File: src/rtl/nim_turn_controller_if.sv
// Bundles the front-end controls and the controller's game/score outputs.
// No latency of its own; purely a wiring bundle.
// No backpressure: the buttons are levels and the outputs are registered pulses or levels.
interface nim_turn_controller_if;
    logic       confirm;
    logic [1:0] heap_sel;
    logic [2:0] take_cnt;
    logic       new_game;
    logic       clear_scores;
    logic [3:0] heap0;
    logic [3:0] heap1;
    logic [3:0] heap2;
    logic       turn;
    logic       il;
    logic       dl;
    logic       ir;
    logic       dr;
    logic       resetScore;
    logic       game_over;
    logic       winner;

    // Front end (buttons/switches) side
    modport master (
        output confirm, heap_sel, take_cnt, new_game, clear_scores,
        input  heap0, heap1, heap2, turn, il, dl, ir, dr, resetScore, game_over, winner
    );

    // Controller side
    modport slave (
        input  confirm, heap_sel, take_cnt, new_game, clear_scores,
        output heap0, heap1, heap2, turn, il, dl, ir, dr, resetScore, game_over, winner
    );
endinterface

File: src/rtl/nim_turn_controller.sv
// Sequences one three-heap Nim game and drives the two scoreboards' inc/dec/clear inputs.
// Moves land on the edge that sees the confirm rise; score pulses appear the cycle after their cause.
// No backpressure: rises arriving outside the state that honours them are discarded.
module nim_turn_controller #(
    parameter int HEAP0_INIT = 3,
    parameter int HEAP1_INIT = 5,
    parameter int HEAP2_INIT = 7,
    parameter int MAX_TAKE   = 3
) (
    input  logic                     clk,
    input  logic                     reset,
    nim_turn_controller_if.slave     bus
);
    typedef enum logic [1:0] {
        ST_TURN  = 2'd0,
        ST_CHECK = 2'd1,
        ST_OVER  = 2'd2
    } state_t;

    localparam logic [3:0] H0_INIT  = 4'(HEAP0_INIT);
    localparam logic [3:0] H1_INIT  = 4'(HEAP1_INIT);
    localparam logic [3:0] H2_INIT  = 4'(HEAP2_INIT);
    localparam logic [3:0] MAX_TK   = 4'(MAX_TAKE);

    state_t     state_q, state_d;
    logic       confirm_prev_q, confirm_prev_d;
    logic       new_game_prev_q, new_game_prev_d;
    logic       clear_prev_q, clear_prev_d;
    logic [3:0] heap_q [3];
    logic [3:0] heap_d [3];
    logic       turn_q, turn_d;
    logic       winner_q, winner_d;
    logic       game_over_q, game_over_d;
    logic       il_q, il_d, dl_q, dl_d, ir_q, ir_d, dr_q, dr_d;
    logic       reset_score_q, reset_score_d;

    logic       confirm_rise, new_game_rise, clear_rise;
    logic [3:0] sel_cnt;
    logic [3:0] take_w;
    logic       move_legal;
    logic       all_zero;

    assign confirm_rise  = bus.confirm & ~confirm_prev_q;
    assign new_game_rise = bus.new_game & ~new_game_prev_q;
    assign clear_rise    = bus.clear_scores & ~clear_prev_q;
    assign take_w        = {1'b0, bus.take_cnt};
    assign all_zero      = (heap_q[0] == 4'd0) && (heap_q[1] == 4'd0) && (heap_q[2] == 4'd0);

    // Count in the targeted heap and the legality verdict for the presented move
    always_comb begin
        sel_cnt = 4'd0;
        for (int i = 0; i < 3; i++) begin
            if (bus.heap_sel == 2'(i)) sel_cnt = heap_q[i];
        end
        move_legal = (bus.heap_sel != 2'd3) && (take_w != 4'd0) &&
                     (take_w <= MAX_TK) && (take_w <= sel_cnt);
    end

    // State register
    always_ff @(posedge clk or posedge reset) begin
        if (reset) state_q <= ST_TURN;
        else       state_q <= state_d;
    end

    // Next-state: a legal move always passes through one CHECK cycle
    always_comb begin
        state_d = state_q;
        case (state_q)
            ST_TURN:  if (confirm_rise && move_legal) state_d = ST_CHECK;
            ST_CHECK: state_d = all_zero ? ST_OVER : ST_TURN;
            ST_OVER:  if (new_game_rise) state_d = ST_TURN;
            default:  state_d = ST_TURN;
        endcase
    end

    // Game datapath and score pulses for the state being left
    always_comb begin
        confirm_prev_d  = bus.confirm;
        new_game_prev_d = bus.new_game;
        clear_prev_d    = bus.clear_scores;
        heap_d          = heap_q;
        turn_d          = turn_q;
        winner_d        = winner_q;
        game_over_d     = game_over_q;
        il_d            = 1'b0;
        dl_d            = 1'b0;
        ir_d            = 1'b0;
        dr_d            = 1'b0;
        reset_score_d   = clear_rise;
        case (state_q)
            ST_TURN: begin
                if (confirm_rise) begin
                    if (move_legal) begin
                        for (int i = 0; i < 3; i++) begin
                            if (bus.heap_sel == 2'(i)) heap_d[i] = heap_q[i] - take_w;
                        end
                    end else begin
                        dl_d = ~turn_q;
                        dr_d = turn_q;
                    end
                end
            end
            ST_CHECK: begin
                if (all_zero) begin
                    // Normal play: whoever took the last object wins
                    winner_d    = turn_q;
                    game_over_d = 1'b1;
                    il_d        = ~turn_q;
                    ir_d        = turn_q;
                end else begin
                    turn_d = ~turn_q;
                end
            end
            ST_OVER: begin
                if (new_game_rise) begin
                    heap_d[0]   = H0_INIT;
                    heap_d[1]   = H1_INIT;
                    heap_d[2]   = H2_INIT;
                    turn_d      = ~winner_q;
                    game_over_d = 1'b0;
                end
            end
            default: ;
        endcase
    end

    // Datapath registers; reset drops any pulse in flight
    always_ff @(posedge clk or posedge reset) begin
        if (reset) begin
            confirm_prev_q  <= 1'b0;
            new_game_prev_q <= 1'b0;
            clear_prev_q    <= 1'b0;
            heap_q[0]       <= H0_INIT;
            heap_q[1]       <= H1_INIT;
            heap_q[2]       <= H2_INIT;
            turn_q          <= 1'b0;
            winner_q        <= 1'b0;
            game_over_q     <= 1'b0;
            il_q            <= 1'b0;
            dl_q            <= 1'b0;
            ir_q            <= 1'b0;
            dr_q            <= 1'b0;
            reset_score_q   <= 1'b0;
        end else begin
            confirm_prev_q  <= confirm_prev_d;
            new_game_prev_q <= new_game_prev_d;
            clear_prev_q    <= clear_prev_d;
            heap_q          <= heap_d;
            turn_q          <= turn_d;
            winner_q        <= winner_d;
            game_over_q     <= game_over_d;
            il_q            <= il_d;
            dl_q            <= dl_d;
            ir_q            <= ir_d;
            dr_q            <= dr_d;
            reset_score_q   <= reset_score_d;
        end
    end

    assign bus.heap0      = heap_q[0];
    assign bus.heap1      = heap_q[1];
    assign bus.heap2      = heap_q[2];
    assign bus.turn       = turn_q;
    assign bus.il         = il_q;
    assign bus.dl         = dl_q;
    assign bus.ir         = ir_q;
    assign bus.dr         = dr_q;
    assign bus.resetScore = reset_score_q;
    assign bus.game_over  = game_over_q;
    assign bus.winner     = winner_q;
endmodule

File: src/flat_wrapper.sv
// flat-port wrapper written by rule: the top's interface ports become plain ports
module nim_turn_controller_flat 
#(
    parameter int HEAP0_INIT = 3,
    parameter int HEAP1_INIT = 5,
    parameter int HEAP2_INIT = 7,
    parameter int MAX_TAKE   = 3
)
  (clk, reset, bus_confirm, bus_heap_sel, bus_take_cnt, bus_new_game, bus_clear_scores, bus_heap0, bus_heap1, bus_heap2, bus_turn, bus_il, bus_dl, bus_ir, bus_dr, bus_resetScore, bus_game_over, bus_winner);
  nim_turn_controller_if bus_i ();
  input  logic clk;
  input  logic reset;
  input wire logic [$bits(bus_i.confirm)-1:0] bus_confirm;
  input wire logic [$bits(bus_i.heap_sel)-1:0] bus_heap_sel;
  input wire logic [$bits(bus_i.take_cnt)-1:0] bus_take_cnt;
  input wire logic [$bits(bus_i.new_game)-1:0] bus_new_game;
  input wire logic [$bits(bus_i.clear_scores)-1:0] bus_clear_scores;
  output wire logic [$bits(bus_i.heap0)-1:0] bus_heap0;
  output wire logic [$bits(bus_i.heap1)-1:0] bus_heap1;
  output wire logic [$bits(bus_i.heap2)-1:0] bus_heap2;
  output wire logic [$bits(bus_i.turn)-1:0] bus_turn;
  output wire logic [$bits(bus_i.il)-1:0] bus_il;
  output wire logic [$bits(bus_i.dl)-1:0] bus_dl;
  output wire logic [$bits(bus_i.ir)-1:0] bus_ir;
  output wire logic [$bits(bus_i.dr)-1:0] bus_dr;
  output wire logic [$bits(bus_i.resetScore)-1:0] bus_resetScore;
  output wire logic [$bits(bus_i.game_over)-1:0] bus_game_over;
  output wire logic [$bits(bus_i.winner)-1:0] bus_winner;
  assign bus_i.confirm = bus_confirm;
  assign bus_i.heap_sel = bus_heap_sel;
  assign bus_i.take_cnt = bus_take_cnt;
  assign bus_i.new_game = bus_new_game;
  assign bus_i.clear_scores = bus_clear_scores;
  assign bus_heap0 = bus_i.heap0;
  assign bus_heap1 = bus_i.heap1;
  assign bus_heap2 = bus_i.heap2;
  assign bus_turn = bus_i.turn;
  assign bus_il = bus_i.il;
  assign bus_dl = bus_i.dl;
  assign bus_ir = bus_i.ir;
  assign bus_dr = bus_i.dr;
  assign bus_resetScore = bus_i.resetScore;
  assign bus_game_over = bus_i.game_over;
  assign bus_winner = bus_i.winner;
  nim_turn_controller #(.HEAP0_INIT(HEAP0_INIT), .HEAP1_INIT(HEAP1_INIT), .HEAP2_INIT(HEAP2_INIT), .MAX_TAKE(MAX_TAKE)) u_core (.clk(clk), .reset(reset), .bus(bus_i));
endmodule
File: config.mk
export PLATFORM = sky130hd
export DESIGN_NAME = nim_turn_controller_flat
export DESIGN_NICKNAME = d
export VERILOG_FILES = /design/src/rtl/nim_turn_controller_if.sv /design/src/rtl/nim_turn_controller.sv /design/src/flat_wrapper.sv
export SDC_FILE = /design/constraint.sdc
export NUM_CORES = 1
export LEC_CHECK = 0
export BUFFER_PORTS_ARGS = -buffer_cell sky130_fd_sc_hd__buf_4
export CAP_MARGIN = 20
export CORE_ASPECT_RATIO = 0.8
export CORE_MARGIN = 5
export CORE_UTILIZATION = 50
export DETAILED_ROUTE_END_ITERATION = 7
export PLACE_DENSITY = 0.79
export SYNTH_ARGS = -nofsm -noshare
export SYNTH_HDL_FRONTEND = slang
export SYNTH_SLANG_ARGS = --single-unit
File: constraint.sdc
create_clock -name clk -period 6.9 [get_ports clk]
set_clock_uncertainty 0.05 [all_clocks]
set_input_delay 1.035 -clock clk [delete_from_list [all_inputs] [get_ports clk]]
set_output_delay 1.035 -clock clk [all_outputs]
set_load 0.005 [all_outputs]
Word-level counts from Yosys, hierarchy flattened --
Cells that the tools add are included.
Word-level totals: register bits 25, bits of input ports 10, word-level logic and storage cells 93
Operators by class: add/sub/neg operators 3, magnitude comparators 2, equality and inequality tests 14, mux-type cells 30, bitwise gates (word level) 8, reduce and logical (&&, ||, !) cells 21
Operators with widths (number):
- $mux 12 | 3
- $mux 4 | 6
- $pmux 12 s2 | 1
- $ne 2x1->1 const B | 8
- $reduce_and 5->1 | 3
- $mux 1 | 14
- $logic_not 4->1 | 3
- $sub 4x3->4 | 3
- $logic_and 1x1->1 | 6
- $mux 2 | 3
- $pmux 2 s3 | 1
- $reduce_and 3->1 | 2
- $not 1->1 | 5
- $eq 2x1->1 const B | 2
- $eq 2x2->1 const B | 2
- $le 3x4->1 | 1
- $logic_not 2->1 | 2
- $ne 2x2->1 const B | 2
- $pmux 1 s2 | 2
- $reduce_and 2->1 | 2
- $reduce_bool 2->1 | 2
- $reduce_bool 4->1 | 1
- $and 1x1->1 | 3
- $le 3x2->1 const B | 1

Logic depth before layout (Yosys ltp) --
Gate-level depths: netlist of run 1.
word-level depth 9, depth in mapped cells 11

Worst setup path before layout of run 1 --
Ideal clock, no wire load.
path kind input -> register, from input bus_heap_sel[0], to register u_core.heap_q, in the netlist u_core.bus.heap0[2], library setup time 0.128 ns, arrival 2.908 ns, required time 6.722 ns, path slack 3.815 ns, stages 11, path buffers 2, path through buf_6 mux2i_1 nor2_1 a21oi_1 ha_1 a21oi_1 o21ai_0 a311o_1 buf_6 a21oi_4 mux2_1
Between the ends: word-level cells in the longest chain between the ends 8, elaborated cells on any way between the ends 14
Ends and longest elaborated chain:
- start: declaration | line flat_wrapper.sv:14 | input wire logic [$bits(bus_i.heap_sel)-1:0] bus_heap_sel;
- $logic_not 2->1 | line nim_turn_controller.sv:53, nim_turn_controller.sv:95
- $mux 4 (3 in a row) | line nim_turn_controller.sv:53 | if (bus.heap_sel == 2'(i)) sel_cnt = heap_q[i];
- $le 3x4->1 | line nim_turn_controller.sv:56 | (take_w <= MAX_TK) && (take_w <= sel_cnt);
- $logic_and 1x1->1 | line nim_turn_controller.sv:56
- $ne 2x1->1 (no source line)
- $reduce_and 5->1 (no source line) *
- end signal: assignment | line nim_turn_controller.sv:148 | heap_q <= heap_d;
- end: declaration | line nim_turn_controller.sv:29 | logic [3:0] heap_q [3];
Every way passes the cells marked *; elsewhere a longest branch is shown, timed or not. A chain may end at the register's enable or synchronous reset.

Worst setup path in the final report of run 1 --
Ends and elaborated chain as after synthesis.

==> results.tsv, run 1 <==
metric	value	unit
status	finished clean	
synth_warnings	0	
ctsResizeCount	0	
dr.pass1.iters	4	
worstMarginPinSlew	782.8	ps
synth_top_area_share	28.13	%
antenna_left	0	
min_path_type	flop to flop	
crit_type	input pin to flop	
grt_pass1_wl	5.954	mm
die-area	4442	um2
synthTopCellsByArea	dfrtp_1 28%, dfstp_2 11%, ha_1 9.4%	
synth_nets	185	
route.detailed.drc	0	
multi_input_area	872.1	um2
critPathRequiredTime	7000	ps
ir_drop	0.0002098	V
grt_pass1_vias	1295	
finalHoldViolCount	0	
cts_setup_buffers	0	
vias	1274	
via_per_inst	5.539	
ioPinCount	30	
rows	18	
die_width	73.28	um
path_clk_slew	80	ps
drv_cap	0	
synth_area_leader_cell	dfrtp_1	
worstSetupStartpointType	input pin	
worst_slack	3798	ps
final-setup-viol-count	0	
post_cts_hold_buffer_count	0	
place_ws	3517	ps
period_needed	3102	ps
cts_tree	yes	
setup-tns-final	0	ps
cts_root_buffer	clkbuf_8	
synth_cell_types	35	
clock_sinks	25	
clockBufferDepth	2	
report.final.slew_viol_count	0	
power_density	333.4	nW/um2
gp_congestion	0.9209	
overflow	0	
core	3085	um2
routed_wl	3.524	mm
diodes	0	
synth_area	1602	um2
seqCellArea	634.4	um2
area_delta_synth_final	18.59	%
clock_latency	270	ps
synth_cells	160	
initialDrtViolationCount	120	
antenna_found_initial	0	
grt_max_degree	26	
htreeDepth	1	
fillCellCount	247	
grtUsageTotal	17.72	%
hpwl	2.843	mm
rsz0062_at_grt	no	
numCtsBuffers	3	
final.period_utilization	44.96	%
drive_gt1_share	25.79	%
ys_seq_elements	25	
start_util	51.91	%
layout.nets	216	
p_leak	0.9215	nW
syn_area_per_cell	10.01	um2
fmax	0.3223	GHz
ys_seq_area_share	39.61	%
crit_path_end_kind	flop	
routedWlPerCell	15.32	um
port_buffers	29	
arrival	3210	ps
die_h	60.62	um
relSlewSlack	47.62	%
critPathMaxFanout	9	
-- sequential cells by signal (all words and copies together) (netlist names), 2 cells and up --
signal            count
u_core.state_q        2
u_core.bus.heap1      4
u_core.bus.heap2      4
u_core.bus.heap0      4
-- report_power, final --
group / leakage, nW / total, mW / switching (mW) / internal (mW)
clock network: 0.0255 / 0.0855 / 0.0451 / 0.0404
logic: 0.591 / 0.275 / 0.125 / 0.150
registers: 0.305 / 0.272 / 0.0672 / 0.205
-- placed cells by master, fill, tap and decap left out, types with 2 or more instances in the layout --
master    netlist  layout
mux2_1          4       4
nor2_1          9       9
ha_1           12      12
and3_1          3       3
nand3b_1        2       2
buf_4           0      29
a21oi_4         3       3
a21oi_1         6       6
o21ai_0        11      11
nand4b_1        2       2
xnor2_1         2       2
nand2b_1        4       4
dfrtp_1        18      18
dfstp_2         7       7
clkbuf_8        0       3
nand2_1        20      20
fa_1            3       3
mux2i_1         9       9
mux2_2          3       3
nor4_1          3       3
inv_1          17      17
nor2b_1         6       6
-- Yosys cell counts --
library cell and instances:
xor2_1 1, a21oi_4 3, o2111ai_1 1, mux2_1 4
nand2_1 20, a32oi_1 1, ha_1 12, inv_1 17
clkbuf_2 1, nand4b_1 2, nor2b_1 6, a21o_1 1
nand3b_1 2, nor4_1 3, mux2i_1 9, clkbuf_1 1
o32a_1 1, dfrtp_1 18, a21oi_1 6, nor2_1 9
a311o_1 1, nand3_1 1, and3_1 3, or3b_1 1
o21ai_0 11, buf_6 2, or2_1 1, a21oi_2 1
nand2b_1 4, xnor2_1 2, mux2_2 3, o31a_1 1
dfstp_2 7, nor2b_2 1, fa_1 3
-- worst paths after layout --
check                           cells past startpoint               endpoint           startpoint  slack [ps]
worst max-delay path                               10    u_core.bus.heap0[2]      bus_heap_sel[0]        3800
worst min-delay path                                1  u_core.bus.resetScore  u_core.clear_prev_q         360
worst max register to register                      9    u_core.bus.heap0[2]  u_core.bus.heap1[2]        4240
worst min register to register                      1  u_core.bus.resetScore  u_core.clear_prev_q         360
max in group asynchronous                           3    u_core.bus.heap0[1]                reset        5500
min in group asynchronous                           2    u_core.bus.heap2[3]                reset         740
-- logic make-up after synthesis --
logic type	share of synthesized area [%]
simple gates	16.88
compound gates	12.27
flops	39.61
buf+inv	5.937
mux	10.55
fa+ha+maj	13.12
xor+xnor	1.641
-- per-layer routing --
metal  wire, um  global-route usage (%)  vias up
met3        232                   3.642        4
met1       1544                   22.88      629
li1           -                       -      604
met4         27                   5.526        0
met5          0                       0        -
met2       1720                   30.19       37
-- per-stage QoR --
stage	hold WS, ps	utilization, %	area (um2)	power [mW]	std cells
after detailed placement	352.4	59.57	1838	0.5493	225
after global placement	335.1	59.57	1838	0.5302	225
after CTS	364.8	61.07	1884	0.6395	229
final	357.6	61.56	1899	0.6333	230
after floorplan	327.7	-	1602	0.4242	160
after global routing	376.8	61.56	1899	0.6912	230
-- worst max-delay path, cell delays in order --
cell and delay, ps:
buf_4 150, mux2i_1 190, nor2_1 50, a21oi_1 140, ha_1 280, a21oi_1 120, o21ai_0 100, a311o_1 540
a21oi_4 260, mux2_1 330
-- cell type report --
class | instances | share of cell area [%]
multi-input combinational | 114 | 45.92
timing repair buffer | 30 | 12.25
clock buffer | 3 | 2.174
tap | 40 | 2.635
clock inverter | 1 | 0.2635
inverter | 17 | 3.360
sequential | 25 | 33.40
No activity file was read; power rests on OpenSTA's default activity.
==> run 2, diff against run 1 <==
--- a/config.mk
+++ b/config.mk
@@ -9,9 +9,9 @@
 export CAP_MARGIN = 20
 export CORE_ASPECT_RATIO = 0.8
 export CORE_MARGIN = 5
-export CORE_UTILIZATION = 50
+export CORE_UTILIZATION = 49
 export DETAILED_ROUTE_END_ITERATION = 7
-export PLACE_DENSITY = 0.79
+export PLACE_DENSITY = 0.81
 export SYNTH_ARGS = -nofsm -noshare
 export SYNTH_HDL_FRONTEND = slang
 export SYNTH_SLANG_ARGS = --single-unit
==> constraint.sdc (replaced) <==
create_clock -name clk -period 2.65 [get_ports clk]
set_clock_uncertainty 0.05 [all_clocks]
set_input_delay 0.3975 -clock clk [delete_from_list [all_inputs] [get_ports clk]]
set_output_delay 0.3975 -clock clk [all_outputs]
set_load 0.005 [all_outputs]
==> results.tsv, run 2 (synthesis results as in run 1) <==
metric	value	unit	change
grt_use_met1	22.88	%	about the same
min_path_type	input pin to async pin		
grtUsageMet2	31.19	%	+1.0 points
final_common_cell	buf_4		
crit_type	flop to flop		
die_h	61.14	um	+0.85%
combPwrFrac	46.0	%	+2.5 points
clock_latency	280	ps	about the same
final-setup-viol-count	0		unchanged
status	finished clean		
vias	1296		+1.7%
antenna_found_initial	0		unchanged
relSlewSlack	43.79	%	-3.8 points
route.detailed.drc	0		unchanged
placed_cell_area	1868	um2	+1.6%
p_leak	0.9433	nW	+2.4%
report.final.slew_viol_count	0		unchanged
grt_pass1_wl	6.182	mm	+3.8%
pwr-share-seq	40.3	%	-2.7 points
hpwl	2.834	mm	-0.32%
cts_root_buffer	clkbuf_8		
fmax	0.3974	GHz	
grt_busiest_layer	met2		
ir_drop	0.0005882	V	+180%
path_buf_inv	0		-1
path_cells	mux2i_1, nor2_1, a21oi_1, ha_1, nand2_1, o21ai_0, a311o_2, a21oi_4, mux2_1		
ioPinCount	30		unchanged
htreeDepth	1		unchanged
p_sw_share	37.09	%	-0.44 points
numCtsBuffers	3		unchanged
post_cts_hold_buffer_count	0		unchanged
clock_sinks	25		unchanged
worstSetupStartpointType	flop		
overflow	0		unchanged
area_delta_synth_final	22.27	%	
initialDrtViolationCount	91		-24%
start_util	51.53	%	-0.38 points
critPathMaxFanout	6		-3
arrival	2660	ps	-550 ps
layout.nets	220		+1.9%
internal_power	1.065	mW	+170%
path_clk_slew	90	ps	about the same
fin_area	1958	um2	+3.1%
grt_pass1_vias	1286		-0.69%
grtUsageTotal	18.04	%	+0.32 points
via_per_inst	5.538		about the same
grtUsageMet3	4.568	%	+0.93 points
antenna_left	0		unchanged
drv_cap	0		unchanged
routed_wl	3.599	mm	+2.1%
cp_top_family	compound AO/OA/AOI/OAI gates		
mostFrequentLayoutCells	32 x buf_4, 20 x nand2_1, 17 x inv_1, 17 x dfrtp_1, 12 x ha_1		
slowest_stage	dfstp_2		
cts_tree	yes		
dr.pass1.iters	4		unchanged
switchingPower	0.6281	mW	+160%
diodes	0		unchanged
critPathRequiredTime	2800	ps	-4200 ps
fin_cells	234		+1.7%
gp_congestion	0.8577		-6.9%
worstMarginPinSlew	840.0	ps	+57.26 ps
final.period_utilization	94.96	%	
clockBufferDepth	2		unchanged
finalHoldViolCount	0		unchanged
period_needed	2516	ps	
cts_setup_buffers	0		unchanged
fillCellCount	265		+7.3%
slowest_delay	610	ps	+70 ps
dp_cells	229		+1.8%
crit_path_end_kind	flop		
routedWlPerCell	15.38	um	+0.38%
drive_gt1_share	29.38	%	+3.6 points
clkPwrFrac	13.7	%	+0.2 points
power_density	864.7	nW/um2	+160%
die-area	4519	um2	+1.7%
core	3108	um2	+0.73%
ctsResizeCount	0		unchanged
rsz0062_at_grt	no		
rows	18		unchanged
port_buffers	29		unchanged
die_width	73.92	um	+0.88%
grt_max_degree	26		unchanged
run 2: cell types whose count changed in the layout (fill, tap and decap cells not counted):
cell / delta
buf_16: +1
buf_4: +3
a21oi_1: -2
buf_8: -1
dfrtp_2: +1
a311o_2: +1
buf_6: +1
a21oi_2: +2
dfrtp_1: -1
a311o_1: -1
clkinv_2: -1
clkinvlp_4: +1
run 2: final timing paths:
kind	cells after the start	endpoint	slack, ps	from
min	3	u_core.confirm_prev_q	150	reset
max reg2reg	9	u_core.bus.heap1[0]	130	u_core.bus.heap0[1]
min in group clk	1	u_core.new_game_prev_q	180	bus_new_game
min reg2reg	1	u_core.bus.resetScore	350	u_core.clear_prev_q
max in group asynchronous	3	u_core.bus.heap2[1]	2170	reset
max	9	u_core.bus.heap1[0]	130	u_core.bus.heap0[1]
run 2: worst min-delay path, cell delays in order:
cell    delay, ps
buf_4         100
inv_1         130
buf_16        190
run 2: through the flow:
step / util (%) / TNS (ps) / setup WS (ps) / power, mW / hold slack [ps]
finish: 63.00 / 0 / 133.7 / 1.693 / 150.1
global route: 63.00 / 0 / 2.145 / 1.854 / 152.0
CTS: 61.67 / 0 / 53.74 / 1.696 / 178.6
detailed placement: 60.10 / -308.4 / -75.69 / 1.452 / 333.3
global placement: 60.10 / 0 / 54.31 / 1.405 / 333.5
floorplan: - / 0 / 202.4 / 1.105 / 327.7
run 2: per-layer routing:
metal,vias to the layer above,part of all wire [%]
li1,615,-
met1,614,42
met2,59,49
met3,8,7.9
met4,0,1.5
met5,-,0
run 2: cell type report:
type,instances,area (um2),area share (%)
multi-input cells,114,880.8,44.98
inverters,17,63.81,3.259
clock buffers,3,41.29,2.109
clock inverters,1,7.507,0.3834
repair buffers,34,279.0,14.25
well taps,40,50.05,2.556
flip-flops and latches,25,635.6,32.46
run 2: power by group through the flow:
| stage | Clock (mW) | Combinational (mW) | Sequential (mW) |
|---|---|---|---|
| 6_report | 0.232 | 0.779 | 0.683 |
| 5_1_grt | 0.262 | 0.882 | 0.710 |
| 4_1_cts | 0.240 | 0.776 | 0.680 |
| 3_5_place_dp | 0 | 0.766 | 0.686 |
| 3_3_place_gp | 0 | 0.724 | 0.681 |
| 2_1_floorplan | 0 | 0.436 | 0.668 |
